`config.mk`:
```
export PLATFORM = sky130hd
export DESIGN_NAME = demux_nch_reg
export DESIGN_NICKNAME = d
export VERILOG_FILES = /design/src/rtl/demux_nch_reg.sv
export SDC_FILE = /design/constraint.sdc
export NUM_CORES = 1
export LEC_CHECK = 0
export ABC_AREA = 1
export BUFFER_PORTS_ARGS = -buffer_cell sky130_fd_sc_hd__buf_2
export CAP_MARGIN = 20
export CORE_ASPECT_RATIO = 1.1
export CORE_MARGIN = 1.5
export CORE_UTILIZATION = 35
export CTS_CLUSTER_DIAMETER = 200
export CTS_CLUSTER_SIZE = 30
export DETAILED_ROUTE_END_ITERATION = 16
export GPL_TIMING_DRIVEN = 0
export PLACE_DENSITY = 0.6
export SLEW_MARGIN = 20
export SYNTH_ARGS = -nofsm -noshare
export SYNTH_HDL_FRONTEND = slang
export SYNTH_SLANG_ARGS = --single-unit
```
`constraint.sdc`:
```
create_clock -name clk -period 2 [get_ports clk]
set_input_delay 0.2 -clock clk [delete_from_list [all_inputs] [get_ports clk]]
set_output_delay 0.2 -clock clk [all_outputs]
set_load 0.03 [all_outputs]
```
`src/rtl/demux_nch_reg.sv`:
```
// demux_nch_reg: registered N-channel data demultiplexer for the synth voice bank.
// Routes an input word into per-channel holding registers with single, broadcast and
// auto-incrementing burst write modes, per-channel update strobes and an error flag
// for out-of-range selects.
// Optional feature macro: DEMUX_SLEW_EN -- writes update a per-channel target and the
// outputs slew toward it by at most SLEW_STEP per cycle.
`timescale 1ns/1ps

module demux_nch_reg #(
   parameter int W         = 8,
   parameter int N         = 24,
   parameter int SELW      = 5,
   parameter int BURST_LEN = 24,
   parameter int SLEW_STEP = 4
) (
   input  logic              clk,
   input  logic              rst_n,
   input  logic [W-1:0]      in,
   input  logic [SELW-1:0]   sel,
   input  logic              wr_en,
   input  logic              bcast,
   input  logic              burst_start,
   output logic [N*W-1:0]    out_bus,
   output logic [N-1:0]      upd,
   output logic              busy,
   output logic              err
);

   localparam int CNTW = $clog2(BURST_LEN + 1);

   typedef enum logic {
      S_IDLE,
      S_BURST
   } state_t;

   // elaboration-time guard on the configuration
   if (N < 2 || N > 32 || (2 ** SELW) < N || BURST_LEN < 1 || BURST_LEN > N || SLEW_STEP < 1) begin : g_param_check
      $error("demux_nch_reg: illegal parameter combination");
   end

   state_t             r_state, w_state_nxt;
   logic [SELW-1:0]    r_ptr, w_ptr_nxt;
   logic [CNTW-1:0]    r_cnt, w_cnt_nxt;
   logic [N-1:0]       r_upd;
   logic               r_err;
   logic [W-1:0]       r_data [N];

   logic               w_sel_ok;
   logic [SELW-1:0]    w_sel_inc;
   logic [SELW-1:0]    w_ptr_inc;
   logic               w_wr_one;
   logic               w_wr_all;
   logic [SELW-1:0]    w_wr_idx;
   logic               w_err_nxt;
   logic [N-1:0]       w_wr_mask;

   assign w_sel_ok  = (32'(sel) < N);
   assign w_sel_inc = (32'(sel) == N - 1)   ? '0 : sel + SELW'(1);
   assign w_ptr_inc = (32'(r_ptr) == N - 1) ? '0 : r_ptr + SELW'(1);

   // next-state, burst pointer/counter and write-request decode
   always_comb begin
      w_state_nxt = r_state;
      w_ptr_nxt   = r_ptr;
      w_cnt_nxt   = r_cnt;
      w_wr_one    = 1'b0;
      w_wr_all    = 1'b0;
      w_wr_idx    = sel;
      w_err_nxt   = 1'b0;
      case (r_state)
         S_IDLE: begin
            if (wr_en) begin
               if (burst_start && w_sel_ok) begin
                  w_wr_one    = 1'b1;
                  w_ptr_nxt   = w_sel_inc;
                  w_cnt_nxt   = CNTW'(1);
                  w_state_nxt = (BURST_LEN == 1) ? S_IDLE : S_BURST;
               end else if (bcast && !burst_start) begin
                  w_wr_all = 1'b1;
               end else if (w_sel_ok) begin
                  w_wr_one = 1'b1;
               end else begin
                  w_err_nxt = 1'b1;
               end
            end
         end
         S_BURST: begin
            if (wr_en) begin
               if (burst_start) begin
                  if (w_sel_ok) begin
                     w_wr_one    = 1'b1;
                     w_ptr_nxt   = w_sel_inc;
                     w_cnt_nxt   = CNTW'(1);
                     w_state_nxt = (BURST_LEN == 1) ? S_IDLE : S_BURST;
                  end else begin
                     w_err_nxt   = 1'b1;
                     w_state_nxt = S_IDLE;
                  end
               end else begin
                  w_wr_one  = 1'b1;
                  w_wr_idx  = r_ptr;
                  w_ptr_nxt = w_ptr_inc;
                  w_cnt_nxt = r_cnt + CNTW'(1);
                  if (w_cnt_nxt == CNTW'(BURST_LEN)) begin
                     w_state_nxt = S_IDLE;
                  end
               end
            end
         end
         default: w_state_nxt = S_IDLE;
      endcase
   end

   // one-hot (single/burst) or all-ones (broadcast) channel write mask
   always_comb begin
      w_wr_mask = '0;
      if (w_wr_all) begin
         w_wr_mask = '1;
      end else if (w_wr_one) begin
         w_wr_mask = N'(1) << w_wr_idx;
      end
   end

   // control state, update strobes and error pulse
   always_ff @(posedge clk or negedge rst_n) begin
      if (!rst_n) begin
         r_state <= S_IDLE;
         r_ptr   <= '0;
         r_cnt   <= '0;
         r_upd   <= '0;
         r_err   <= 1'b0;
      end else begin
         r_state <= w_state_nxt;
         r_ptr   <= w_ptr_nxt;
         r_cnt   <= w_cnt_nxt;
         r_upd   <= w_wr_mask;
         r_err   <= w_err_nxt;
      end
   end

`ifdef DEMUX_SLEW_EN
   logic [W-1:0] r_tgt  [N];
   logic [W-1:0] w_slew [N];

   // step each output toward its target, clamped so it never overshoots
   always_comb begin
      for (int unsigned c = 0; c < N; c++) begin
         w_slew[c] = r_data[c];
         if (r_tgt[c] > r_data[c]) begin
            w_slew[c] = ((r_tgt[c] - r_data[c]) > W'(SLEW_STEP)) ? r_data[c] + W'(SLEW_STEP) : r_tgt[c];
         end else if (r_tgt[c] < r_data[c]) begin
            w_slew[c] = ((r_data[c] - r_tgt[c]) > W'(SLEW_STEP)) ? r_data[c] - W'(SLEW_STEP) : r_tgt[c];
         end
      end
   end

   // writes land in the targets; outputs follow at the slew rate
   always_ff @(posedge clk or negedge rst_n) begin
      if (!rst_n) begin
         for (int unsigned c = 0; c < N; c++) begin
            r_tgt[c]  <= '0;
            r_data[c] <= '0;
         end
      end else begin
         for (int unsigned c = 0; c < N; c++) begin
            if (w_wr_mask[c]) begin
               r_tgt[c] <= in;
            end
            r_data[c] <= w_slew[c];
         end
      end
   end
`else
   // channel holding registers, written directly by the mask
   always_ff @(posedge clk or negedge rst_n) begin
      if (!rst_n) begin
         for (int unsigned c = 0; c < N; c++) begin
            r_data[c] <= '0;
         end
      end else begin
         for (int unsigned c = 0; c < N; c++) begin
            if (w_wr_mask[c]) begin
               r_data[c] <= in;
            end
         end
      end
   end
`endif

   // flatten channel registers onto the output bus
   always_comb begin
      out_bus = '0;
      for (int unsigned c = 0; c < N; c++) begin
         out_bus[c*W +: W] = r_data[c];
      end
   end

   assign upd  = r_upd;
   assign err  = r_err;
   assign busy = (r_state == S_BURST);

endmodule
```
==> impl_metrics.toml <==
[detailed_routing]
first_pass_iters = 5
vias = 8366
drt_iter0_markers = 743
antenna_left = 0
wire_per_inst_um = 18.9
drc = 0
wl_mm = 31.5
vias_per_cell = 5.02

[clock_tree]
ctsHtreeMaxLevel = 1
cts_sinks = 228
cts_tree = "done"
cts_root_buf = "clkbuf_16"
numCtsBuffers = 11
clock_path_buffers = 3
clk_latency_ps = 480
clk_pin_slew_ps = 120

[sta]
min_period_ps = 1940
max_freq_ghz = 0.516
finalSetupViolCount = 0
rsz0062_at_grt = "yes"
setup_slack_ps = 62.7
finClkSkew_ps = 16.9
drv_slew = 0
tightest_slew_ps = 928
relSlewSlack_pct = 38.1
whs_ps = 19.5
final_hold_viol_count = 0
finalCritPeriodShare_pct = 96.9

[placed_design]
place_area_um2 = 11300
placedCellCount = 1616
gp_congestion = 0.831
preCtsSetupSlack_ps = -186
io_buffers = 234
dp_hpwl_mm = 20.5

[final_layout]
final_area_um2 = 12200
final_cell_mix = "nand2_1, buf_2, dfrtp_1"
final_util_pct = 45.3
final_common_cell = "nand2_1"
fin_nets = 1334
fill_cells = 2662
area_growth_pct = 27.5
instances_no_fill = 1668
num_antenna_cells = 0
drive_above_1_share_pct = 29.6

[yosys]
avgSynthCellArea_um2 = 9.36
synthDistinctLibCells = 31
synth.largest_area_cell = "dfrtp_1"
synth.top_cell.area_share_pct = 59.6
netlist_instances = 1023
yosys-top-cells-area = "dfrtp_1, nand2_1, nand3_1, nand3_4, nand2_2"
ys_seq_area_share_pct = 59.6
synth_area_um2 = 9580
ys_seq_elements = 228
synth_warnings = 0
syn-num-nets = 1045

[worst_hold_path]
hp-class = "in -> reg"
worstHoldStart = "in[5]"

[global_route]
use_met1_pct = 30.2
grt_max_degree = 86
grt_pass1_wl_mm = 46.3
grt_use_met3_pct = 2.89
antenna_found_initial = 0
grt_pass1_vias = 7655
grt_usage_pct = 21.0
grt_overflow_total = 0
grt.busiest_layer = "met2"
grt_use_met2_pct = 33.6

[floorplan]
io_pins = 236
dieWidth_um = 161
die_h_um = 176
initial_core_util_pct = 35.5
coreArea_um2 = 27000
rows = 63
die_area_um2 = 28400

[worst_setup_path]
r2r_setup_slack_ps = 60
worstSetupEndpoint = "out_bus[34]"
critical_path_class = "reg -> reg"
r2r_start = "busy"
cp-end-kind = "flip-flop"
required_ps = 2380
startpoint_type = "flip-flop"
cp_data_arrival_time_ps = 2320
rr_endpoint = "out_bus[34]"
rr_worst_depth = 11
worstPathMaxFanout = 6
cp-startpoint = "busy"

[pwr]
power_density_nw_per_um2 = 1480
vdd.ir_drop.worst_mv = 0.913
p_leak_nw = 6.77

[run_status]
status = "completed"

[flow_run]
drv_cap = 0
cell usage after synthesis:
| cell | instances |
|---|---|
| nand2_1 | 414 |
| xor2_1 | 4 |
| clkinv_1 | 2 |
| nand3_2 | 3 |
| inv_2 | 3 |
| buf_4 | 2 |
| buf_1 | 11 |
| nor2_8 | 1 |
| nand2_4 | 12 |
| buf_2 | 5 |
| nor4_1 | 1 |
| clkbuf_1 | 24 |
| ha_1 | 4 |
| o211ai_1 | 2 |
| buf_6 | 2 |
| nand3_4 | 14 |
| inv_4 | 1 |
| nor2_2 | 1 |
| nor2_4 | 9 |
| a22o_1 | 2 |
| nor2_1 | 8 |
| nand4_1 | 5 |
| nand2_2 | 25 |
| a21oi_1 | 4 |
| inv_6 | 1 |
| nand3_1 | 206 |
| dfrtp_1 | 228 |
| inv_1 | 14 |
| a22oi_1 | 3 |
| o21ai_0 | 10 |
| o21ai_4 | 2 |
worst max-delay path: stages, from the launching register on:
cell	delay, ps
dfrtp_1	380
buf_6	130
nand3_4	120
clkbuf_16	200
nor2_4	100
nor2_4	60
buf_12	120
nor2_4	240
nand3_4	200
buf_6	180
nand3_1	60
nand2_1	50
where the power goes:
group | total [W] | internal (W) | switching, W
Clock | 0.00251 | 0.00102 | 0.00149
Sequential | 0.00738 | 0.00633 | 0.00104
Combinational | 0.00813 | 0.00230 | 0.00584
worst min path at each step:
stage	end	slack (ps)	depth (start not counted)
5_1_grt	out_bus[29]	7	3
4_1_cts	out_bus[27]	4	3
6_report	out_bus[29]	20	3
3_3_place_gp	out_bus[30]	490	2
2_1_floorplan	busy	-100	0
3_5_place_dp	upd[7]	180	1
registers in the layout, summed over array words and instances, names as in the netlist:
| register | count |
|---|---|
| busy | 1 |
| err | 1 |
| upd | 24 |
| r_ptr | 5 |
| out_bus | 192 |
| r_cnt | 5 |
metal layers:
metal  wire [um]  up-vias  share of wire (%)
li1            -     3905                  -
met1       14100     4147                 45
met2       14900      275                 47
met3        1780       39                5.7
met4         678        0                2.2
met5           0        -                  0
per-stage QoR:
stage / setup TNS [ps] / total power [W]
2_1_floorplan: 0 / 0.0127
3_3_place_gp: -781670 / 0.0153
3_5_place_dp: -3790 / 0.0154
4_1_cts: -190 / 0.0180
5_1_grt: -559 / 0.0190
6_report: 0 / 0.0180
logic make-up (layout without fill, tap and decap cells):
group / after synthesis / after routing / synth area share [%]
AOI/OAI and AO/OA: 23 / 23 / 1.65
xor gates and xnor gates: 4 / 4 / 0.366
adders and majority gates: 4 / 4 / 0.523
buffers and inverters: 65 / 347 / 2.93
DFF: 228 / 228 / 59.6
and+or+nand+nor: 699 / 705 / 35.0
what timing repair did:
action                                  in CTS  in global routing
resized for setup                           23                 46
gates cloned                                 0                  7
pin swaps                                    1                 22
endpoints found under the hold margin       62                  0
hold buffers                                 2                  0
endpoints found under the setup margin     145                185
setup buffers                                4                 27
area by class of cell:
| type | instances | area, um2 | area share (%) |
|---|---|---|---|
| buffer | 44 | 230 | 1.89 |
| multi-input combinational | 736 | 3830 | 31.4 |
| timing repair buffer | 270 | 1610 | 13.2 |
| sequential | 228 | 5710 | 46.7 |
| tap | 357 | 447 | 3.66 |
| inverter | 21 | 88.8 | 0.728 |
| clock buffer | 11 | 275 | 2.26 |
| clock inverter | 1 | 16.3 | 0.133 |
Power figures use the tool's default switching activity.
